File: src/rtl/uart_apb_bridge_pkg.sv
// Shared definitions for the UART-to-APB command bridge.
// Holds the controller state encoding and the command/response byte values
// exchanged over the UART byte stream.
package uart_apb_bridge_pkg;

  typedef enum logic [2:0] {
    IDLE   = 3'd0,
    ADDR   = 3'd1,
    DATA   = 3'd2,
    SETUP  = 3'd3,
    ACCESS = 3'd4,
    RESP   = 3'd5
  } state_t;

  // Command bytes received from the host
  localparam logic [7:0] CMD_WRITE = 8'h57;  // 'W'
  localparam logic [7:0] CMD_READ  = 8'h52;  // 'R'

  // Response bytes returned to the host
  localparam logic [7:0] RSP_ACK = 8'h4B;  // 'K' write completed
  localparam logic [7:0] RSP_ERR = 8'h45;  // 'E' slave error
  localparam logic [7:0] RSP_BAD = 8'h3F;  // '?' unknown command

endpackage

File: src/rtl/uart_apb_bridge.sv
// UART byte-stream to APB master bridge.
// The host sends 'W' + 4 address bytes + 4 data bytes, or 'R' + 4 address
// bytes (all MSB-first). The bridge performs one APB transfer and answers with
// 'K' (write ok), 'E' (slave error), the 4 read-data bytes MSB-first, or '?'
// for an unknown command byte.
//
// Ports
//   clk, rst_n             clock, asynchronous active-low reset
//   rx_data/rx_empty/rx_rd RX FIFO head byte, empty flag, pop strobe
//   tx_wdata/tx_full/tx_wr TX FIFO write byte, full flag, push strobe
//   PADDR..PENABLE         APB master request
//   PRDATA/PREADY/PSLVERR  APB completion
//   busy                   high whenever the controller is not idle
//   timeout_err            one-cycle pulse when a command stalls too long
//
// Handshakes: rx_rd is asserted only while a byte is available
// (rx_rd = !rx_empty in the receiving states) and the byte on rx_data is
// consumed in that same cycle; tx_wr is asserted only when !tx_full and the
// byte on tx_wdata is pushed in that cycle. APB transfers follow the standard
// SETUP (PSEL) then ACCESS (PSEL+PENABLE until PREADY) sequence.
module uart_apb_bridge #(
  parameter logic [15:0] TIMEOUT = 16'd50000  // inter-byte timeout, 0 = off
) (
  input  logic        clk,
  input  logic        rst_n,
  input  logic [7:0]  rx_data,
  input  logic        rx_empty,
  output logic        rx_rd,
  output logic [7:0]  tx_wdata,
  input  logic        tx_full,
  output logic        tx_wr,
  output logic [31:0] PADDR,
  output logic [31:0] PWDATA,
  output logic        PWRITE,
  output logic        PSEL,
  output logic        PENABLE,
  input  logic [31:0] PRDATA,
  input  logic        PREADY,
  input  logic        PSLVERR,
  output logic        busy,
  output logic        timeout_err
);
  import uart_apb_bridge_pkg::*;

  state_t      state, state_nxt;
  logic        op_write;
  logic [1:0]  byte_cnt;
  logic [31:0] resp_sr;
  logic [2:0]  resp_len;
  logic [15:0] tmo_cnt;
  logic        rx_phase, collecting, consume, push, tmo_hit;

  assign rx_phase   = (state == IDLE) || (state == ADDR) || (state == DATA);
  assign collecting = (state == ADDR) || (state == DATA);

  // rx_rd is gated by rst_n so it drops the moment reset asserts, even
  // while the FIFO still reports data.
  assign rx_rd   = rst_n && rx_phase && !rx_empty;
  assign consume = rx_rd;
  assign push    = (state == RESP) && !tx_full;

  assign tx_wr    = push;
  assign tx_wdata = resp_sr[31:24];
  assign PSEL     = (state == SETUP) || (state == ACCESS);
  assign PENABLE  = (state == ACCESS);
  assign PWRITE   = PSEL && op_write;
  assign busy     = (state != IDLE);

  // Fires on the TIMEOUT-th consecutive cycle without a byte while a
  // command is partially received.
  assign tmo_hit = (TIMEOUT != 16'd0) && collecting && !consume &&
                   (tmo_cnt == TIMEOUT - 16'd1);

  always_ff @(posedge clk or negedge rst_n) begin
    if (!rst_n) state <= IDLE;
    else        state <= state_nxt;
  end

  always_comb begin
    state_nxt = state;
    case (state)
      IDLE: begin
        if (consume) begin
          if (rx_data == CMD_WRITE || rx_data == CMD_READ) state_nxt = ADDR;
          else                                             state_nxt = RESP;
        end
      end
      ADDR: begin
        if (tmo_hit)                           state_nxt = IDLE;
        else if (consume && byte_cnt == 2'd3)  state_nxt = op_write ? DATA : SETUP;
      end
      DATA: begin
        if (tmo_hit)                           state_nxt = IDLE;
        else if (consume && byte_cnt == 2'd3)  state_nxt = SETUP;
      end
      SETUP:  state_nxt = ACCESS;
      ACCESS: if (PREADY) state_nxt = RESP;
      RESP:   if (push && resp_len == 3'd1) state_nxt = IDLE;
      default: state_nxt = IDLE;
    endcase
  end

  always_ff @(posedge clk or negedge rst_n) begin
    if (!rst_n) begin
      op_write    <= 1'b0;
      byte_cnt    <= 2'd0;
      PADDR       <= 32'h0;
      PWDATA      <= 32'h0;
      resp_sr     <= 32'h0;
      resp_len    <= 3'd0;
      tmo_cnt     <= 16'd0;
      timeout_err <= 1'b0;
    end else begin
      timeout_err <= tmo_hit;

      // Counter is held at zero outside ADDR/DATA, so entering ADDR starts
      // from zero; it saturates rather than wrapping when TIMEOUT is 0.
      if (!collecting || consume)  tmo_cnt <= 16'd0;
      else if (tmo_cnt != 16'hFFFF) tmo_cnt <= tmo_cnt + 16'd1;

      case (state)
        IDLE: begin
          if (consume) begin
            byte_cnt <= 2'd0;
            op_write <= (rx_data == CMD_WRITE);
            if (rx_data != CMD_WRITE && rx_data != CMD_READ) begin
              resp_sr  <= {RSP_BAD, 24'h0};
              resp_len <= 3'd1;
            end
          end
        end
        ADDR: begin
          if (consume) begin
            PADDR    <= {PADDR[23:0], rx_data};
            byte_cnt <= byte_cnt + 2'd1;  // wraps to 0 after the 4th byte
          end
        end
        DATA: begin
          if (consume) begin
            PWDATA   <= {PWDATA[23:0], rx_data};
            byte_cnt <= byte_cnt + 2'd1;
          end
        end
        ACCESS: begin
          if (PREADY) begin
            if (PSLVERR) begin
              resp_sr  <= {RSP_ERR, 24'h0};
              resp_len <= 3'd1;
            end else if (op_write) begin
              resp_sr  <= {RSP_ACK, 24'h0};
              resp_len <= 3'd1;
            end else begin
              resp_sr  <= PRDATA;
              resp_len <= 3'd4;
            end
          end
        end
        RESP: begin
          if (push) begin
            resp_sr  <= {resp_sr[23:0], 8'h0};
            resp_len <= resp_len - 3'd1;
          end
        end
        default: ;
      endcase
    end
  end

endmodule
File: config.mk
export PLATFORM = sky130hd
export DESIGN_NAME = uart_apb_bridge
export DESIGN_NICKNAME = d
export VERILOG_FILES = /design/src/rtl/uart_apb_bridge_pkg.sv /design/src/rtl/uart_apb_bridge.sv
export SDC_FILE = /design/constraint.sdc
export NUM_CORES = 1
export LEC_CHECK = 0
export CORE_MARGIN = 1
export CORE_UTILIZATION = 23
export DETAILED_ROUTE_END_ITERATION = 12
export HOLD_SLACK_MARGIN = 0.06
export PLACE_DENSITY = 0.54
export SLEW_MARGIN = 20
export SYNTH_ARGS = -nofsm -noshare
export SYNTH_HDL_FRONTEND = slang
export SYNTH_SLANG_ARGS = --single-unit
File: constraint.sdc
create_clock -name clk -period 2.3 [get_ports clk]
set_input_delay 0.345 -clock clk [delete_from_list [all_inputs] [get_ports clk]]
set_output_delay 0.345 -clock clk [all_outputs]
set_load 0.02 [all_outputs]
* Word-level counts from Yosys, hierarchy flattened
Cells that the tools add are included.
** Storage, ports and cells
- Bits in registers :: 122
- Latch bits :: 0
- Memory bits (writable) :: 0
- Memory bits (read-only) :: 0
- Input port bits :: 46
- Output and inout bits :: 79
- Word-level logic and storage cells :: 93
- Memories kept :: 0
** Operators by class
- Add/sub/neg operators :: 3
- $mul :: 0
- Div/mod/pow operators :: 0
- $lt $le $gt $ge :: 0
- Eq/ne operators :: 21
- Shift-type cells :: 0
- Mux-type cells :: 29
- Bitwise gates (word level) :: 0
- Reduce and logical (&&, ||, !) cells :: 31
** Operators with widths (count)
- 32-bit two-way mux :: 6
- 32-bit case mux with 3 select lines :: 1
- 3-bit two-way mux :: 14
- 16-bit two-way mux :: 2
- 3-bit case mux with 6 select lines :: 1
- 16-bit by 1-bit adder with 16-bit output (second input constant) :: 1
- 16-bit == test (second input constant) :: 1
- 8-bit by 7-bit == test with 1-bit output (second input constant) :: 2
- 16-bit != test (second input constant) :: 1
- 8-bit by 7-bit != test with 1-bit output (second input constant) :: 2
- 5-bit AND reduction :: 2
- 1-bit logical AND :: 9
- 3-bit case mux with 3 select lines :: 1
- 2-bit by 1-bit != test with 1-bit output (second input constant) :: 4
- 3-bit by 1-bit == test with 1-bit output (second input constant) :: 2
- 3-bit by 2-bit == test with 1-bit output (second input constant) :: 2
- 3-bit == test (second input constant) :: 2
- 1-bit logical OR :: 6
- 3-bit by 2-bit != test with 1-bit output (second input constant) :: 2
- 2-bit AND reduction :: 3
- 3-bit nonzero test :: 2
- 1-bit zero test :: 4
- 2-bit two-way mux :: 2
- 2-bit != test (second input constant) :: 2
- 9 further kinds :: 10

* Depth between registers and ports, before layout
- Depth after elaboration :: 10
- Gate-level depth with buffers :: 7

* Least setup slack after synthesis
OpenSTA, ideal clock, no wires.
- Path kind :: register to output
- From :: register state[0]
- To :: output port PWRITE
- Arrival :: 1642 ps
- Path slack :: 313 ps
- Stages on the path, launching flop included :: 6
- Buffers on the path :: 2
- Path through :: dfrtp_1 > buf_2 > clkbuf_1 > nand2_1 > o22ai_1 > and2_1
** On the way
- Word-level cells in the longest chain between the ends :: 3
- Elaborated cells on any way between the ends :: 4
- Classes of those cells :: eq/ne: 2; reduce/logical: 2
** Ends and longest elaborated chain
- start: declaration :: line uart_apb_bridge.sv:45 : state_t state, state_nxt;
- start signal: assignment :: line uart_apb_bridge.sv:76 : else state <= state_nxt;
- 3-bit by 2-bit == test with 1-bit output or 3-bit == test (tied branches) :: line uart_apb_bridge.sv:64 : assign PSEL = (state == SETUP) || (state == ACCESS);
- 1-bit logical OR * :: line uart_apb_bridge.sv:64
- named net PSEL :: line uart_apb_bridge.sv:35 : output logic PSEL,
- 1-bit logical AND * :: line uart_apb_bridge.sv:66 : assign PWRITE = PSEL && op_write;
- end: declaration :: line uart_apb_bridge.sv:34 : output logic PWRITE,
Mark *: on every way through the listed nets, which the timed path passes. The rest lies on a longest branch.

* Worst setup path after layout
- From :: register state[2]
- To :: output port rx_rd
** On the way
- Word-level cells in the longest chain between the ends :: 5
- Elaborated cells on any way between the ends :: 7
- Classes of those cells :: eq/ne: 2; reduce/logical: 5
** Ends and longest elaborated chain
- 3-bit by 1-bit == test with 1-bit output or 3-bit zero test (tied branches) :: line uart_apb_bridge.sv:53 : assign rx_phase = (state == IDLE) || (state == ADDR) || (state == DATA);
- 1-bit logical OR :: line uart_apb_bridge.sv:53
- 1-bit logical OR * :: line uart_apb_bridge.sv:53
- 1-bit logical AND * (2 in series) :: line uart_apb_bridge.sv:58 : assign rx_rd = rst_n && rx_phase && !rx_empty;
- end: declaration :: line uart_apb_bridge.sv:28 : output logic rx_rd,
Mark *: on every way between the ends. The rest lies on a longest branch, timed or not.

==> reports/metrics.yaml <==
status: "finished clean"
finalWirelength_um: 14900
synth_cells: 476
grt_setup_unrepaired: "no"
synth_xor_area_share_pct: 0.470
cap_violations: 0
synthSimpleGateAreaFrac_pct: 11.6
syn_area_um2: 5590
vias: 4329
grt_remaining_overflow: 0
grt_pass1_wl_um: 24000
leakage_nw: 3.38
firstDrtPassIters: 4
hpwl_um: 10400
die_h_um: 158
cp-end-kind: "output port"
fp.coreArea_um2: 23700
drive_above_1_share_pct: 24.3
slew_headroom_pct: 42.2
path_clk_slew_ps: 60
synth_edf_count: 0
hold_path_class: "reg -> reg"
worstPathArrival_ps: 1870
clock_latency_ps: 420
worst_pin_slew_ps: 867
setup_violations: 0
io_buffers: 124
clock_sinks: 122
hold_viol_final: 0
antennaDiodeCount: 0
synth-async-reset-ratio_pct: 100
initial_utilization_pct: 23.6
drt-initial-drc-count: 210
cts_tree: "done"
cts_buffers: 17
ys_warn_count: 0
crit_fanout: 4
viasPerCell: 4.54
finClkSkew_ps: 7.65
p_per_area_nw_per_um2: 1150
total_power_mw: 9.21
rows: 56
grt_max_degree: 68
critPathKind: "reg -> out"
cts_root_buffer: "clkbuf_16"
die_area_um2: 24900
htree_levels: 4
synthMuxAreaShare_pct: 15.4
yosysSeqAreaShare_pct: 54.6
timing.final.crit_share_pct: 96.4
clock.fmax_mhz: 451
wire_per_inst_um: 15.6
postLayoutCoreUtil_pct: 33.8
die_w_um: 158
syn_avg_cell_area_um2: 11.7
antenna_found_initial: 0
clock_tree.buffer_depth: 2
cp.required_ps: 1960
drc: 0
ant_nets: 0
grt_usage_pct: 12.5
area_growth_pct: 43.3
syn-num-nets: 526
drv_slew: 0
synthAdderAreaFrac_pct: 0.895
gpl.final_weighted_congestion: 0.823
synth_cell_types: 52
nets: 671
synth_compound_area_share_pct: 12.9
ios: 125
synth_ff_type: "dfrtp_1"
synth-seq-cells: 122
synth_top_family_by_area: "multiplexers"
peakVddDrop_mv: 0.720
crit_path_start_kind: "flip-flop"
first_global_vias: 4519
finalCriticalPeriod_ps: 2220
-- flip-flops by register name, indices dropped and copies added, names as in the netlist --
name and cells:
PADDR 32, PWDATA 32, resp_sr 32, tmo_cnt 16
resp_len 3, state 3, byte_cnt 2, op_write 1
timeout_err 1
-- synth_stat cells (5+ instances only) --
library cell	number	share of area (%)
clkbuf_1	13	0.87
nand3_1	11	0.98
inv_1	11	0.74
nor3_1	10	0.90
mux2_2	70	14
a22oi_1	16	2.1
o21ai_0	8	0.72
nor2_1	18	1.2
dfrtp_1	122	55
a21bo_2	7	1.3
a21oi_1	30	2.7
nand2_1	20	1.3
nor4_1	6	0.67
buf_2	12	1.1
nand4_1	15	1.7
buf_1	5	0.34
a31oi_1	20	2.2
mux2i_1	5	0.90
buf_4	8	1.1
-- through the flow --
step                setup TNS (ps)  cell area (um2)  hold slack (ps)  setup slack, ps  cells
floorplan                        0             5590             49.4              313    476
CTS                              0             8000              488             49.1    952
global route                     0             8010              505             5.35    953
detailed placement           -2980             7400              404             -193    919
finish                           0             8010              483             82.7    953
global placement             -2060             7400              409             -184    919
-- worst max-delay path: stages, from the launching register on --
cell           delay, ps
dfrtp_1              430
or3b_1               470
a21oi_1              180
dlygate4sd2_1        380
-- layout by cell type, fill, tap and decap left out, drive strengths merged, types with 17 or more instances in the layout --
cell,synthesis,final
buf,25,39
a21oi,30,30
inv,11,17
dfrtp,122,122
nand2,21,21
nor2,18,18
clkdlybuf4s50,0,117
a31oi,20,20
mux2,72,72
clkbuf,13,19
-- final timing paths --
path | start | endpoint | slack [ps] | depth (start not counted)
max in group asynchronous | rst_n | resp_len[0]$_DFFE_PN0P_ | 580 | 4
worst max register to register | state[0]$_DFFE_PN0P_ | resp_sr[6]$_DFFE_PN0P_ | 210 | 7
worst max-delay path | state[2]$_DFFE_PN0P_ | rx_rd | 80 | 3
min in group asynchronous | rst_n | state[0]$_DFFE_PN0P_ | 600 | 3
worst min register to register | resp_sr[2]$_DFFE_PN0P_ | resp_sr[2]$_DFFE_PN0P_ | 480 | 1
worst min-delay path | resp_sr[2]$_DFFE_PN0P_ | resp_sr[2]$_DFFE_PN0P_ | 480 | 1
-- logic make-up after synthesis --
logic type,count (synthesis)
simple gates,116
flops,122
xor+xnor,3
buf+inv,49
compound gates,105
fa+ha+maj,4
mux,77
-- metal layers --
layer	GRT usage (%)	share of wire (%)	vias up
li1	-	-	2056
met1	15.3	44	2146
met2	19.7	48	109
met3	4.60	6.7	18
met4	4.90	1.7	0
met5	0	0	-
-- final cells by class --
type	instances	area, um2
clock buffer	18	439
clock inverter	14	138
multi-input combinational	305	2320
fill	2401	15700
tap	319	399
inverter	11	41.3
sequential	122	3050
timing repair buffer	164	1620
-- where the power goes --
part | leakage (nW) | switching, mW | internal [mW]
sequential | 1.57 | 0.456 | 2.75
clock | 0.278 | 1.05 | 1.54
combinational | 1.53 | 1.71 | 1.71
-- timing repair --
item | in CTS | in global routing
buffers inserted | 0 | 0
hold buffers | 1 | 0
gates resized for setup | 9 | 1
hold endpoints to repair | 55 | 0
endpoints found under the setup margin | 10 | 21
cloned | 0 | 1
(Power assumes the default switching activity.)
